$ cat src/rtl/fetch_sequencer_if.sv
// Program-memory read channel and control-unit channel of the fetch sequencer.
// master = sequencer side, slave = memory / control unit / datapath side.
interface fetch_sequencer_if #(
   parameter int ADDR_W = 8
);
   logic              mem_req;
   logic [ADDR_W-1:0] mem_addr;
   logic              mem_ack;
   logic [15:0]       mem_rdata;
   logic [15:0]       instr;
   logic              run;
   logic              cu_done;
   logic              alu_zero;

   modport master (
      output mem_req, mem_addr, instr, run,
      input  mem_ack, mem_rdata, cu_done, alu_zero
   );

   modport slave (
      input  mem_req, mem_addr, instr, run,
      output mem_ack, mem_rdata, cu_done, alu_zero
   );
endinterface

$ cat src/rtl/fetch_sequencer.sv
// Fetches 16-bit instructions, hands ALU ops to the control unit and executes branch/halt itself.
// ALU op: 1 + mem latency + 4 cycles; branch: 1 + mem latency + 1; mem_req held until mem_ack, run until cu_done.
module fetch_sequencer #(
   parameter int ADDR_W  = 8,
   parameter int TIMEOUT = 15
) (
   input  logic              clk,
   input  logic              reset,
   input  logic              start,
   fetch_sequencer_if.master bus,
   output logic [ADDR_W-1:0] pc,
   output logic              busy,
   output logic              halted,
   output logic              error,
   output logic [15:0]       instr_count
);

   localparam int WD_W = $clog2(TIMEOUT + 1);

   typedef enum logic [2:0] {
      IDLE   = 3'd0,
      FETCH  = 3'd1,
      EXEC   = 3'd2,
      BRANCH = 3'd3,
      HALT   = 3'd4,
      ERROR  = 3'd5
   } state_t;

   state_t            state;
   state_t            state_nxt;
   logic [WD_W-1:0]   watchdog;
   logic [1:0]        cond;
   logic [ADDR_W-1:0] target;
   logic              take;
   logic              wd_expired;

   assign cond       = bus.instr[3:2];
   assign target     = bus.instr[ADDR_W+3:4];
   assign take       = (cond == 2'b00) ||
                       ((cond == 2'b01) &&  bus.alu_zero) ||
                       ((cond == 2'b10) && !bus.alu_zero);
   assign wd_expired = (watchdog == WD_W'(TIMEOUT - 1));

   assign bus.mem_addr = pc;
   assign busy   = (state == FETCH) || (state == EXEC) || (state == BRANCH);
   assign halted = (state == HALT);
   assign error  = (state == ERROR);

   always_ff @(posedge clk or negedge reset) begin
      if (!reset) state <= IDLE;
      else        state <= state_nxt;
   end

   always_comb begin
      state_nxt = state;
      case (state)
         IDLE, HALT, ERROR: begin
            if (start) state_nxt = FETCH;
         end
         FETCH: begin
            if (bus.mem_ack) begin
               case (bus.mem_rdata[1:0])
                  2'b00:   state_nxt = EXEC;
                  2'b10:   state_nxt = BRANCH;
                  default: state_nxt = ERROR;
               endcase
            end
         end
         EXEC: begin
            if (bus.cu_done)     state_nxt = FETCH;
            else if (wd_expired) state_nxt = ERROR;
         end
         BRANCH: begin
            state_nxt = (cond == 2'b11) ? HALT : FETCH;
         end
         default: state_nxt = IDLE;
      endcase
   end

   // mem_req/run follow the next state so both are registered yet valid on the first cycle of FETCH/EXEC.
   always_ff @(posedge clk or negedge reset) begin
      if (!reset) begin
         pc          <= '0;
         bus.instr   <= '0;
         bus.run     <= 1'b0;
         bus.mem_req <= 1'b0;
         instr_count <= '0;
         watchdog    <= '0;
      end else begin
         bus.mem_req <= (state_nxt == FETCH);
         bus.run     <= (state_nxt == EXEC);
         case (state)
            IDLE, HALT, ERROR: begin
               if (start) pc <= '0;
            end
            FETCH: begin
               if (bus.mem_ack) bus.instr <= bus.mem_rdata;
            end
            EXEC: begin
               if (bus.cu_done) begin
                  pc       <= pc + ADDR_W'(1);
                  watchdog <= '0;
                  if (instr_count != 16'hFFFF) instr_count <= instr_count + 16'd1;
               end else if (wd_expired) begin
                  watchdog <= '0;
               end else begin
                  watchdog <= watchdog + WD_W'(1);
               end
            end
            BRANCH: begin
               if (cond != 2'b11) pc <= take ? target : pc + ADDR_W'(1);
               if (instr_count != 16'hFFFF) instr_count <= instr_count + 16'd1;
            end
            default: ;
         endcase
      end
   end

endmodule

$ cat src/flat_wrapper.sv
// flat-port wrapper written by rule: the top's interface ports become plain ports
module fetch_sequencer_flat 
#(
   parameter int ADDR_W  = 8,
   parameter int TIMEOUT = 15
)
  (clk, reset, start, pc, busy, halted, error, instr_count, bus_mem_req, bus_mem_addr, bus_instr, bus_run, bus_mem_ack, bus_mem_rdata, bus_cu_done, bus_alu_zero);
  fetch_sequencer_if #(.ADDR_W(ADDR_W)) bus_i ();
  input  logic clk;
  input  logic reset;
  input  logic start;
  output logic [ADDR_W-1:0] pc;
  output logic busy;
  output logic halted;
  output logic error;
  output logic [15:0] instr_count;
  output wire logic [$bits(bus_i.mem_req)-1:0] bus_mem_req;
  output wire logic [$bits(bus_i.mem_addr)-1:0] bus_mem_addr;
  output wire logic [$bits(bus_i.instr)-1:0] bus_instr;
  output wire logic [$bits(bus_i.run)-1:0] bus_run;
  input wire logic [$bits(bus_i.mem_ack)-1:0] bus_mem_ack;
  input wire logic [$bits(bus_i.mem_rdata)-1:0] bus_mem_rdata;
  input wire logic [$bits(bus_i.cu_done)-1:0] bus_cu_done;
  input wire logic [$bits(bus_i.alu_zero)-1:0] bus_alu_zero;
  assign bus_mem_req = bus_i.mem_req;
  assign bus_mem_addr = bus_i.mem_addr;
  assign bus_instr = bus_i.instr;
  assign bus_run = bus_i.run;
  assign bus_i.mem_ack = bus_mem_ack;
  assign bus_i.mem_rdata = bus_mem_rdata;
  assign bus_i.cu_done = bus_cu_done;
  assign bus_i.alu_zero = bus_alu_zero;
  fetch_sequencer #(.ADDR_W(ADDR_W), .TIMEOUT(TIMEOUT)) u_core (.clk(clk), .reset(reset), .start(start), .bus(bus_i), .pc(pc), .busy(busy), .halted(halted), .error(error), .instr_count(instr_count));
endmodule
$ cat config.mk
export PLATFORM = sky130hd
export DESIGN_NAME = fetch_sequencer_flat
export DESIGN_NICKNAME = d
export VERILOG_FILES = /design/src/rtl/fetch_sequencer_if.sv /design/src/rtl/fetch_sequencer.sv /design/src/flat_wrapper.sv
export SDC_FILE = /design/constraint.sdc
export NUM_CORES = 1
export LEC_CHECK = 0
export BUFFER_PORTS_ARGS = -buffer_cell sky130_fd_sc_hd__clkbuf_2
export CORE_ASPECT_RATIO = 1.2
export CORE_UTILIZATION = 37
export DETAILED_ROUTE_END_ITERATION = 8
export GPL_TIMING_DRIVEN = 0
export PLACE_DENSITY_LB_ADDON = 0.2
export SYNTH_ARGS = -nofsm -noshare
export SYNTH_HDL_FRONTEND = slang
export SYNTH_SLANG_ARGS = --single-unit
export TNS_END_PERCENT = 1
$ cat constraint.sdc
create_clock -name clk -period 3.44 [get_ports clk]
set_clock_uncertainty 0.05 [all_clocks]
set_input_delay 0.344 -clock clk [delete_from_list [all_inputs] [get_ports clk]]
set_output_delay 0.344 -clock clk [all_outputs]
set_load 0.1 [all_outputs]
==> flow_metrics.env <==
export IMPL_postCtsSetupBuffers=0
export IMPL_post_cts_resized=0
export IMPL_cts_num_sinks=49
export IMPL_drt_iter0_markers=89
export IMPL_place_congestion=0.8203
export IMPL_min_period_ns=2.032
export IMPL_max_freq_ghz=0.4922
export IMPL_hold_viol_final=23
export IMPL_tightest_slew_ns=0.6834
export IMPL_clock_latency_ns=0.30
export IMPL_yosysSeqAreaShare_pct=48.09
export IMPL_grt_overflow=0
export IMPL_max_cap_violations=0
export IMPL_cp_end_kind="output pin"
export IMPL_critical_path_required_ns=3.05
export IMPL_relSlewSlack_pct=54.44
export IMPL_yosys_register_bits=49
export IMPL_viasPerCell=5.318
export IMPL_die_y_um=92.94
export IMPL_postRouteAntennaNets=0
export IMPL_diodes=0
export IMPL_clockRootBuffer="clkbuf_8"
export IMPL_synth_warnings=0
export IMPL_syn_area_per_cell_sq_um=10.85
export IMPL_ys_top_cells_by_count="dfrtp_1, nand2_1, inv_1, xor2_1"
export IMPL_ioPinCount=75
export IMPL_yosys_top_cells_area="dfrtp_1, mux2_1, mux2_2"
export IMPL_numCtsBuffers=5
export IMPL_post_route_period_util_pct=59.06
export IMPL_num_vias=2143
export IMPL_die_x_um=77.79
export IMPL_start_util_pct=39.07
export IMPL_antenna_found_initial=0
export IMPL_worstSetupPathType="reg2out"
export IMPL_cts_clk_slew_worst_paths_ns=0.09
export IMPL_area_delta_synth_final_pct=24.73
export IMPL_async_flop_share_pct=100.0
export IMPL_cts_tree="yes"
export IMPL_hpwl_mm=4.185
export IMPL_maxSlewViolCount=0
export IMPL_htree_num_levels=2
export IMPL_synth_edf_count=0
export IMPL_cp_arrival_ns=1.64
export IMPL_grt_usage_pct=16.68
export IMPL_placementRows=32
export IMPL_dieArea_sq_mm=0.007229
export IMPL_drive_gt1_share_pct=36.48
export IMPL_coreArea_sq_mm=0.006526
export IMPL_syn_nets=261
export IMPL_firstDrtPassIters=4
export IMPL_io_buffer_count=74
export IMPL_crit_path_top_delay_cell="dfrtp_1"
export IMPL_grt_first_pass_wirelength_mm=9.563
export IMPL_yosysMostFrequentCell="dfrtp_1"
export IMPL_first_global_vias=2001
export IMPL_violations="hold timing"
export IMPL_fin_nets=343
export IMPL_nFillCells=633
export IMPL_critPathLaunchType="flop"
export IMPL_min_path_type="in2async"
export IMPL_max_stage_delay_ns=0.50
export IMPL_crit_chain="nor2b_1, and2_1, clkbuf_2"
export IMPL_cp_max_fo=10
export IMPL_routed_wl_mm=5.652
export IMPL_clockBufferDepth=2
export IMPL_rsz0062_at_grt="no"
export IMPL_run_status="complete, but fails checks"
export IMPL_synth_top_area_share_pct=48.09
export IMPL_synthCells=235
export IMPL_drc_errors=0
export IMPL_wl_per_cell_um=14.02
export IMPL_synth_distinct_cells=56
export IMPL_cts_hold_fix_buffers=0
export IMPL_synth_flop_cell="dfrtp_1"
export IMPL_fin_tns_setup_ns=0
export IMPL_synth_area_sq_mm=0.002550
export IMPL_setup_viol=0
export IMPL_grt_max_degree=50
export IMPL_holdWs_ns=-0.02426
export IMPL_synth_top_cell_by_area="dfrtp_1"
## flip-flops by register name, summed over array words and instances (netlist names)
| register | count |
|---|---|
| u_core.bus.run | 1 |
| u_core.bus.mem_addr | 8 |
| u_core.state | 3 |
| u_core.watchdog | 4 |
| u_core.bus.mem_req | 1 |
| u_core.instr_count | 16 |
| u_core.bus.instr | 16 |
## kinds of logic after synthesis
| group | after synthesis | synth area share (%) |
|---|---|---|
| AOI/OAI and AO/OA | 44 | 12.71 |
| buffers and inverters | 26 | 5.888 |
| adders and majority gates | 4 | 1.963 |
| muxes | 19 | 8.342 |
| DFF | 49 | 48.09 |
| and+or+nand+nor | 79 | 18.20 |
| xor gates and xnor gates | 14 | 4.808 |
## metrics by stage
step	cells	cell area (sq um)	hold WS (ns)	setup WS, ns	utilization, %
floorplan	235	2550	-0.001591	0.9944	-
global placement	394	3027	0.4161	1.555	46.38
detailed placement	394	3027	0.4235	1.497	46.38
CTS	402	3161	0.1940	1.406	48.43
global route	403	3181	0.009306	1.317	48.73
finish	403	3181	-0.02426	1.409	48.73
## cell type report
cell class	count	area, sq um	share of cell area, %
buffer	15	108.9	3.422
multi-input combinational	160	1174	36.90
clock inverter	3	65.06	2.046
tap	85	106.4	3.344
sequential	49	1226	38.55
clock buffer	5	68.82	2.164
timing repair buffer	75	390.4	12.27
inverter	11	41.29	1.298
## worst max-delay path, delay by kind of cell, from the launching register on
family / cells / cell delay [ns]
buffers and inverters: 1 / 0.45
DFF: 1 / 0.50
and+or+nand+nor: 2 / 0.39
## metal layers
layer	up-vias	wire, um	track usage, %
met3	4	251	2.857
met4	0	44	5.031
met1	1056	2538	22.00
met2	62	2817	27.80
li1	1021	-	-
met5	-	0	0
## cells in the final DEF (no fill, tap or decap), drive strengths merged, types with 5 or more instances in the layout
cell type / count
a21oi: 5
mux2: 18
buf: 16
nor3: 8
nor2: 8
nand4: 6
inv: 11
o21ai: 8
xor2: 10
dfrtp: 49
nand2: 15
clkbuf: 79
nand3: 9
## final timing paths
check,startpoint,endpoint,slack (ns),depth (start not counted)
max,u_core.state[1],error,1.41,3
min,reset,u_core.bus.instr[13],-0.02,1
max reg2reg,u_core.instr_count[0],u_core.instr_count[12],1.49,5
min reg2reg,u_core.bus.instr[14],u_core.bus.instr[14],0.44,1
max in group asynchronous,reset,u_core.instr_count[8],2.82,2
min in group clk,bus_mem_rdata[12],u_core.bus.instr[12],0.20,2
Power is not shown: default switching activity piles up to over one toggle a cycle in this logic, so the estimate is an artifact.
